<file path="config.mk">
export PLATFORM = sky130hd
export DESIGN_NAME = qam_symbol_packer
export DESIGN_NICKNAME = d
export VERILOG_FILES = /design/src/rtl/qam_pkg.sv /design/src/rtl/qam_symbol_packer.sv
export SDC_FILE = /design/constraint.sdc
export NUM_CORES = 1
export LEC_CHECK = 0
export CAP_MARGIN = 20
export CORE_MARGIN = 2
export CORE_UTILIZATION = 50
export DETAILED_ROUTE_END_ITERATION = 8
export GPL_TIMING_DRIVEN = 0
export PLACE_DENSITY = 0.74
export SYNTH_ARGS = -nofsm -noshare
export SYNTH_HDL_FRONTEND = slang
export SYNTH_SLANG_ARGS = --single-unit
</file>
<file path="constraint.sdc">
create_clock -name clk -period 4.5 [get_ports clk]
set_clock_uncertainty 0.15 [all_clocks]
set_input_delay 0.9 -clock clk [delete_from_list [all_inputs] [get_ports clk]]
set_output_delay 0.9 -clock clk [all_outputs]
set_load 0.05 [all_outputs]
</file>
<file path="src/rtl/qam_pkg.sv">
// Shared sizing for the QAM mapper datapath: symbol count, symbol width and
// the packer's input beat width, plus the derived word and beat counts.
package qam_pkg;

    localparam int unsigned QAM_N     = 16;
    localparam int unsigned QAM_B     = 3;
    localparam int unsigned QAM_IW    = 8;
    localparam int unsigned QAM_OW    = QAM_B * QAM_N;
    localparam int unsigned QAM_BEATS = QAM_OW / QAM_IW;

    // Counter width that still yields one bit when only a single beat exists.
    function automatic int unsigned cnt_width(input int unsigned beats);
        return (beats > 1) ? $clog2(beats) : 1;
    endfunction

endpackage

</file>
<file path="src/rtl/qam_symbol_packer.sv">
// Packs IW-bit stream beats, LSB first, into B*N-bit symbol words for the
// mapper; a frame end flushes a partial word with zero-filled upper bits.
module qam_symbol_packer
    import qam_pkg::*;
#(
    parameter int unsigned N  = QAM_N,
    parameter int unsigned B  = QAM_B,
    parameter int unsigned IW = QAM_IW
) (
    input  logic            clk,
    input  logic            rst,
    input  logic [IW-1:0]   in_data,
    input  logic            in_valid,
    input  logic            in_last,
    output logic            in_ready,
    output logic [B*N-1:0]  out_data,
    output logic            out_valid,
    output logic            out_last,
    input  logic            out_ready
);

    localparam int unsigned OW    = B * N;
    localparam int unsigned BEATS = OW / IW;
    localparam int unsigned CW    = cnt_width(BEATS);

    generate
        if ((OW % IW) != 0) begin : g_bad_width
            $error("qam_symbol_packer: B*N must be a multiple of IW");
        end
    endgenerate

    logic [OW-1:0] acc;
    logic [CW-1:0] cnt;
    logic [31:0]   sh;
    logic [OW-1:0] merged;
    logic          accept;
    logic          complete;

    // Accepting is only possible when the output slot is empty or draining,
    // so a completing beat can always overwrite the output register.
    assign in_ready = !(out_valid && !out_ready);
    assign accept   = in_valid && in_ready;
    assign complete = accept && (in_last || (cnt == CW'(BEATS - 1)));

    always_comb begin
        sh     = 32'(cnt) * IW;
        merged = acc | (OW'(in_data) << sh);
    end

    always_ff @(posedge clk) begin
        if (rst) begin
            acc       <= '0;
            cnt       <= '0;
            out_data  <= '0;
            out_valid <= 1'b0;
            out_last  <= 1'b0;
        end else begin
            if (complete) begin
                out_data <= merged;
                out_last <= in_last;
                acc      <= '0;
                cnt      <= '0;
            end else if (accept) begin
                acc <= merged;
                cnt <= cnt + 1'b1;
            end

            if (complete)
                out_valid <= 1'b1;
            else if (out_valid && out_ready)
                out_valid <= 1'b0;
        end
    end

endmodule
</file>
==> Yosys cells after proc, flatten, opt, wreduce, memory -nomap -nowiden <==
Cells that the tools add are included.
{ "classes": {"shift": 1, "n_addsub": 1, "bitwise": 1, "n_reduce_logical": 9, "eq_ne": 1, "mux": 2} }
{ "ops": {"columns": ["op", "count"], "rows": [
  ["bitwise OR 48 bit", 1],
  ["left shift 8 x 6 -> 48 bit", 1],
  ["logical AND 1 bit", 4],
  ["adder 3 x 1 -> 3 bit (second input constant)", 1],
  ["== test 3 bit (second input constant)", 1],
  ["logical NOT 1 bit", 2],
  ["2-to-1 mux 1 bit", 2],
  ["nonzero test 2 bit", 1],
  ["OR reduction 2 bit", 1],
  ["logical OR 1 bit", 1]
]} }
{ "totals": {"word_cells": 20, "regBits": 101, "output_inout_bits": 51} }

==> Depth between registers and ports, before layout <==
Gate-level depths: netlist of the first run.
{ "logic_depth": {"word_depth": 6, "depth_mapped": 8, "ltp_nobuf": 5} }

==> Worst setup path after synthesis of the first run <==
No wires, ideal clock.
{ "synth_path": {"kind": "input to output", "startpoint": "input port out_ready", "endpoint": "output port in_ready", "arrival_time_ps": 1586, "path_slack_ps": 1864, "n_path_buf": 3, "cell_stages": 5, "cell_sequence": "nor2b_1 -> buf_2 -> inv_2 -> buf_4 -> buf_2"} }
{ "synth_via": {"elab_chain_cells": 3} }
{ "synth_lines": {"columns": ["item", "line", "source"], "rows": [
  ["from (decl)", "qam_symbol_packer.sv:19", "input logic out_ready"],
  ["logical NOT 1 bit", "qam_symbol_packer.sv:41", "assign in_ready = !(out_valid && !out_ready);"],
  ["logical AND 1 bit", "qam_symbol_packer.sv:41", null],
  ["logical NOT 1 bit", "qam_symbol_packer.sv:41", null],
  ["to (decl)", "qam_symbol_packer.sv:15", "output logic in_ready,"]
]} }
Every way passes these cells.

==> Worst setup path in the final report of the first run <==
Ends and elaborated chain as after synthesis.

==> impl_summary.log, run 1 <==
[metrics] half-perimeter wire length of the detailed placement result: 7630 um
[metrics] critical path's slowest cell: sky130_fd_sc_hd__clkdlybuf4s50_1
[metrics] combined buffer and inverter count along the critical path: 6
[metrics] maximum resistive drop on vdd: 239 uV
[metrics] Core Box Area: 0.00822 mm^2
[metrics] TritonCTS clock tree: yes
[metrics] share of the clock period used by the worst path after layout: 87.6%
[metrics] All-Layer GR Usage: 25.5%
[metrics] CP required: 3.45 ns
[metrics] I/O pin count: 64
[metrics] initial core utilization: 51.4%
[metrics] worst slew slack as a fraction of its limit: 54.1%
[metrics] total number of clock tree sinks: 101
[metrics] prevailing post-synth register cell: sky130_fd_sc_hd__dfxtp_1
[metrics] data arrival time of the critical path: 2.89 ns
[metrics] run status: finished clean
[metrics] clock-pin transition on the worst setup and hold timing paths: 0.09 ns
[metrics] accumulated negative setup slack: 0 ns
[metrics] leading post-synthesis cells by cell area: sky130_fd_sc_hd__dfxtp_1, sky130_fd_sc_hd__a41oi_1, sky130_fd_sc_hd__a211oi_1, sky130_fd_sc_hd__a31oi_1, sky130_fd_sc_hd__a21oi_1
[metrics] longest individual stage delay on the worst path: 0.84 ns
[metrics] post-synthesis async set-or-reset flop share: 0%
[metrics] Final ANT Viol Nets: 0
[metrics] sequential fraction of the synthesis area: 47.9%
[metrics] via count of the first global-routing pass: 3485
[metrics] cell type contributing the most total cell area after synthesis: sky130_fd_sc_hd__dfxtp_1
[metrics] total wire length: 11200 um
[metrics] slew at the pin closest to its max-slew limit: 0.688 ns
[metrics] Mean Syn Cell Area: 9.70 um^2
[metrics] area fraction of the dominant cell type after synthesis: 47.9%
[metrics] number of synthesized register bits: 101
[metrics] class of the worst hold path: register to register
[metrics] average wire per cell in the routed design: 18.1 um
[metrics] number of buffers inserted for hold repair after clock tree synthesis: 0
[metrics] unrepaired setup endpoints after global routing: false
[metrics] count of vias placed by the detailed router: 3777
[metrics] startpoint types: input port
[metrics] number of clock buffers inserted by TritonCTS: 9
[metrics] clock buffer depth: 2
[metrics] most common cell after layout, fill and taps aside: sky130_fd_sc_hd__dfxtp_1
[metrics] number of instances resized during post-cts repair: 0
[metrics] violation count after the first detailed-routing iteration: 272
[metrics] post-route minimum period: 3.94 ns
[metrics] Netlist Area Pre-Place: 0.00422 mm^2
[metrics] largest net degree at the start of global routing: 18
[metrics] final-report setup violation count: 0
[metrics] count of TritonRoute iterations in the first routing pass: 5
[metrics] Hold Vio Cnt, Final: 0
[metrics] maximum fanout count along the critical path: 10
[metrics] family of cells with the greatest summed delay on the critical path: buffers and inverters
[metrics] start-to-end type of the worst setup path: input port to output pin
[metrics] Vert. Die Dim: 95.9 um
[metrics] Routability Congestion: 0.837
[metrics] grt ovf: 0
[metrics] P_leak: 1.70 nW
[metrics] commonest cells after routing, fill and taps aside: sky130_fd_sc_hd__dfxtp_1, sky130_fd_sc_hd__clkdlybuf4s50_1, sky130_fd_sc_hd__a21oi_1, sky130_fd_sc_hd__nor2_1
[metrics] endpoint class of the critical path: output pin
[metrics] number of levels the H-tree was split into: 3
[metrics] nets: 523
[metrics] antenna violations before repair: 0
[metrics] post-synthesis net count: 450
[metrics] EDFF count, synth: 0
[metrics] highest achievable clock rate: 254 MHz
[metrics] pwr/cell area: 363 mW/mm^2
[metrics] port buffer count: 62
[metrics] wire length of the first global-routing pass: 17800 um
[metrics] final count of pins violating max slew: 0
[metrics] cell chosen for the clock root: sky130_fd_sc_hd__clkbuf_8
[metrics] worst skew pair latency: 0.37 ns
[metrics] Die Area: 0.00919 mm^2
[metrics] number of standard cells after synthesis: 435
[metrics] Synth Warn #: 0
[metrics] fill cell count: 742
[metrics] ant diodes: 0
[metrics] DRC: 0
[metrics] number of different library cells in the post-synthesis netlist: 29
[metrics] ratio of cells with drive above 1 in the final layout: 13.8%
[metrics] Total Power: 1.87 mW
[metrics] max-cap violations: 0
[metrics] DP Area: 0.00497 mm^2
[metrics] buffers inserted during post-CTS setup optimization: 0
[metrics] die width: 95.9 um
[metrics] Vias/cell: 6.11
[metrics] std cell rows: 33
[metrics] final non-filler cell area: 0.00516 mm^2
[metrics] cell chain of the critical path: clkdlybuf4s50_1 -> nor2b_1 -> buf_2 -> inv_2 -> buf_4 -> buf_2 -> clkdlybuf4s50_1
[metrics] signed area change from the synthesized netlist to the final layout: 22.2%
[report_power, final]
part	switching, mW	internal, mW
sequential	0.0199	0.931
combinational	0.248	0.133
clock	0.322	0.220
total	0.590	1.28
[worst paths after layout]
path	startpoint	end	slack, ns	cells past startpoint
setup / recovery	out_ready	in_ready	0.56	7
hold / removal	acc[10]	acc[10]	0.33	2
setup reg to reg	cnt[1]	out_data[14]	2.61	8
hold reg to reg	acc[10]	acc[10]	0.33	2
[stage by stage]
step	hold slack [ns]	instances	setup WS, ns	utilization (%)
after floorplan	0.291	435	1.86	-
after global placement	0.303	602	0.555	60.5
after detailed placement	0.311	602	0.551	60.5
after CTS	0.336	618	0.550	62.8
after global routing	0.354	618	0.457	62.8
final	0.333	618	0.557	62.8
[sequential cells by signal, summed over array words and instances (netlist names)]
name and flops:
cnt 3, out_last 1, out_valid 1, out_data 48, acc 48
[cell usage after synthesis, drive strengths merged (2+ instances only)]
| cell | number |
|---|---|
| nor2 | 49 |
| nor3b | 3 |
| nor3 | 2 |
| o31ai | 2 |
| a21oi | 54 |
| a211oi | 48 |
| clkbuf | 22 |
| buf | 42 |
| a41oi | 48 |
| inv | 4 |
| dfxtp | 101 |
| a31oi | 48 |
| and3b | 2 |
| ha | 2 |
[final cells by class]
| class | count | area, um^2 | share of cell area [%] |
|---|---|---|---|
| sequential | 101 | 2020 | 39.2 |
| multi-input combinational | 266 | 1770 | 34.2 |
| timing repair buffer | 62 | 621 | 12.0 |
| buffer | 64 | 419 | 8.13 |
| clock buffer | 10 | 138 | 2.67 |
| tap | 105 | 131 | 2.55 |
| clock inverter | 6 | 46.3 | 0.898 |
| inverter | 4 | 15.0 | 0.291 |
[routing by layer]
layer | GRT usage, % | wire length [um]
met5 | 0 | 0
met4 | 7.98 | 155
met3 | 7.44 | 727
met2 | 39.5 | 5230
met1 | 34.5 | 5090
[kinds of logic (layout without fill, tap and decap cells)]
group	Yosys count	count (layout)	share of synthesized area (%)
AOI/OAI and AO/OA	204	204	33.9
DFF	101	101	47.9
buffers and inverters	68	146	10.3
and+or+nand+nor	60	60	7.32
adders and majority gates	2	2	0.593
[worst min-delay path, stage by stage (launching register included)]
cell,delay [ns]
sky130_fd_sc_hd__dfxtp_1,0.34
sky130_fd_sc_hd__a41oi_1,0.04
sky130_fd_sc_hd__nor2_1,0.07
Note: power is estimated with default switching activity, not from simulation.
==> run 2: changes to the inputs <==
Settings changed: CORE_MARGIN 2 to unset, CORE_UTILIZATION 50 to 48.
Clock period 4.5 ns to 3.2 ns, I/O delays scaled along.
==> run 2 against run 1 <==
Compared with the run above:
- combinational power rose by 41%
- register-to-register slack worse by 1.3 ns
- global-route usage up 0.60 points
- final cell count unchanged
- total power rose by 43%
- clock power up 49%
- non-clock buffer count did not move
- sequential share of layout area barely moved
- clock-buffer cell count unchanged
- sequential cell count did not move
- critical path depth did not move
- critical path type unchanged
==> impl_summary.log, run 2 (same netlist as run 1, synthesis figures left out) <==
[metrics] ant diodes: 0
[metrics] footprint of the flip-flops and latches: 0.00202 mm^2
[metrics] maximum resistive drop on vdd: 286 uV
[metrics] start-to-end type of the worst setup path: input port to output pin
[metrics] highest achievable clock rate: 342 MHz
[metrics] pwr/cell area: 519 mW/mm^2
[metrics] most common cell after layout, fill and taps aside: sky130_fd_sc_hd__dfxtp_1
[metrics] initial core utilization: 50.4%
[metrics] TritonCTS clock tree: yes
[metrics] count of TritonRoute iterations in the first routing pass: 5
[metrics] fill cell count: 720
[metrics] cell chain of the critical path: clkdlybuf4s50_1 -> nor2b_1 -> buf_2 -> inv_2 -> buf_4 -> buf_2 -> clkbuf_2
[metrics] most frequent cell on the critical path: sky130_fd_sc_hd__buf_2
[metrics] violation count after the first detailed-routing iteration: 244
[metrics] unrepaired setup endpoints after global routing: false
[metrics] slew at the pin closest to its max-slew limit: 0.653 ns
[metrics] Int Pwr: 1.86 mW
[metrics] Total Power: 2.68 mW
[metrics] class of the worst hold path: register to register
[metrics] largest registers in the final layout: acc x48, out_data x48, cnt x3
[metrics] worst slew slack as a fraction of its limit: 56.5%
[metrics] number of clock buffers inserted by TritonCTS: 9
[metrics] All-Layer GR Usage: 26.1%
[metrics] minimum setup slack in the final design: 0.275 ns
[metrics] commonest cells after routing, fill and taps aside: sky130_fd_sc_hd__dfxtp_1, sky130_fd_sc_hd__clkdlybuf4s50_1, sky130_fd_sc_hd__a21oi_1, sky130_fd_sc_hd__nor2_1
[metrics] area of the multi-input gates: 0.00177 mm^2
[metrics] clock buffer depth: 2
[metrics] Die Area: 0.00917 mm^2
[metrics] signed area change from the synthesized netlist to the final layout: 22.2%
[metrics] average wire per cell in the routed design: 18.3 um
[metrics] endpoint class of the critical path: output pin
[metrics] buffers inserted during post-CTS setup optimization: 0
[metrics] total net switching power: 820 uW
[metrics] count of vias placed by the detailed router: 3830
[metrics] cell chosen for the clock root: sky130_fd_sc_hd__clkbuf_8
[metrics] logic gate share of total power: 20.0%
[metrics] ratio of cells with drive above 1 in the final layout: 13.8%
[metrics] nets: 523
[metrics] grt ovf: 0
[metrics] Routability Congestion: 0.838
[metrics] combined buffer and inverter count along the critical path: 6
[metrics] Vias/cell: 6.20
[metrics] std cell rows: 33
[metrics] data arrival time of the critical path: 2.14 ns
[metrics] final-report setup violation count: 0
[metrics] Vert. Die Dim: 95.8 um
[metrics] die width: 95.8 um
[metrics] critical path's slowest cell: sky130_fd_sc_hd__clkdlybuf4s50_1
[metrics] sw frac: 30.6%
[metrics] post-route minimum period: 2.93 ns
[metrics] clock-pin transition on the worst setup and hold timing paths: 0.08 ns
[metrics] wire length of the first global-routing pass: 18000 um
[metrics] CP required: 2.41 ns
[metrics] I/O pin count: 64
[metrics] final count of pins violating max slew: 0
[metrics] family of cells with the greatest summed delay on the critical path: buffers and inverters
[metrics] antenna violations before repair: 0
[metrics] number of buffers inserted for hold repair after clock tree synthesis: 0
[metrics] dpl ws: -0.245 ns
[metrics] largest net degree at the start of global routing: 17
[metrics] port buffer count: 62
[metrics] run status: finished clean
[metrics] share of the clock period used by the worst path after layout: 91.4%
[metrics] startpoint types: input port
[metrics] worst skew pair latency: 0.37 ns
[metrics] total number of clock tree sinks: 101
[metrics] Final ANT Viol Nets: 0
[metrics] longest individual stage delay on the worst path: 0.46 ns
[metrics] number of levels the H-tree was split into: 3
[metrics] P_leak: 1.71 nW
[metrics] maximum fanout count along the critical path: 10
[metrics] DRC: 0
[metrics] Core Box Area: 0.00838 mm^2
[metrics] part of the total power dissipated in the clock network: 30.0%
[metrics] via count of the first global-routing pass: 3470
[metrics] Hold Vio Cnt, Final: 0
[metrics] total wire length: 11300 um
[metrics] half-perimeter wire length of the detailed placement result: 7650 um
[metrics] max-cap violations: 0
[metrics] share of power burned in registers: 50.0%
==> run 2: cell types whose count changed in the layout (fill, tap and decap cells not counted) <==
cell / change
sky130_fd_sc_hd__clkinv_2: +2
sky130_fd_sc_hd__inv_6: -1
sky130_fd_sc_hd__clkbuf_1: +1
sky130_fd_sc_hd__clkbuf_2: +1
sky130_fd_sc_hd__clkbuf_8: -1
sky130_fd_sc_hd__bufinv_16: +1
sky130_fd_sc_hd__clkdlybuf4s50_1: -1
sky130_fd_sc_hd__clkinvlp_4: -2
==> run 2: area by class of cell <==
class	count	share of cell area, %
Clock buffer	10	2.47
Multi-Input combinational cell	266	34.2
Tap cell	105	2.55
Inverter	4	0.291
Timing Repair Buffer	62	11.9
Clock inverter	6	1.21
Sequential cell	101	39.2
Buffer	64	8.13
==> run 2: per-layer routing <==
| layer | global-route usage [%] | share of wire, % |
|---|---|---|
| met1 | 36.3 | 46 |
| met2 | 41.0 | 46 |
| met3 | 4.19 | 6.5 |
| met4 | 9.33 | 1.7 |
| met5 | 0 | 0 |
==> run 2: final timing paths <==
check / cells past startpoint / slack, ns / startpoint / to
setup / recovery: 7 / 0.27 / out_ready / in_ready
hold / removal: 2 / 0.33 / acc[12] / acc[12]
setup reg to reg: 8 / 1.28 / cnt[1] / out_data[14]
hold reg to reg: 2 / 0.33 / acc[12] / acc[12]
==> run 2: tightest hold or removal path, stage by stage (launching register included) <==
cell and delay, ns:
sky130_fd_sc_hd__dfxtp_1 0.34, sky130_fd_sc_hd__a41oi_1 0.04, sky130_fd_sc_hd__nor2_1 0.07
==> run 2: metrics by stage <==
stage          hold slack [ns]  util [%]  TNS [ns]  cells  area, um^2
2_1_floorplan            0.291         -         0    435        4220
3_3_place_gp             0.303      59.3    -0.214    602        4970
3_5_place_dp             0.309      59.3    -0.245    602        4970
4_1_cts                  0.332      61.6         0    618        5160
5_1_grt                  0.352      61.5         0    618        5160
6_report                 0.327      61.5         0    618        5160
==> run 2: timing repair <==
item / CTS / global route
hold endpoints to repair: 0 / 0
setup endpoints to repair: 1 / 1
resized for setup: 1 / 2
==> run 2: power by group through the flow <==
stage	sequential, mW	combinational, mW	clock, mW
after global routing	1.34	0.572	0.861
final	1.34	0.536	0.805
after CTS	1.34	0.535	0.815
after floorplan	1.50	0.229	0
after detailed placement	1.37	0.533	0
after global placement	1.36	0.526	0
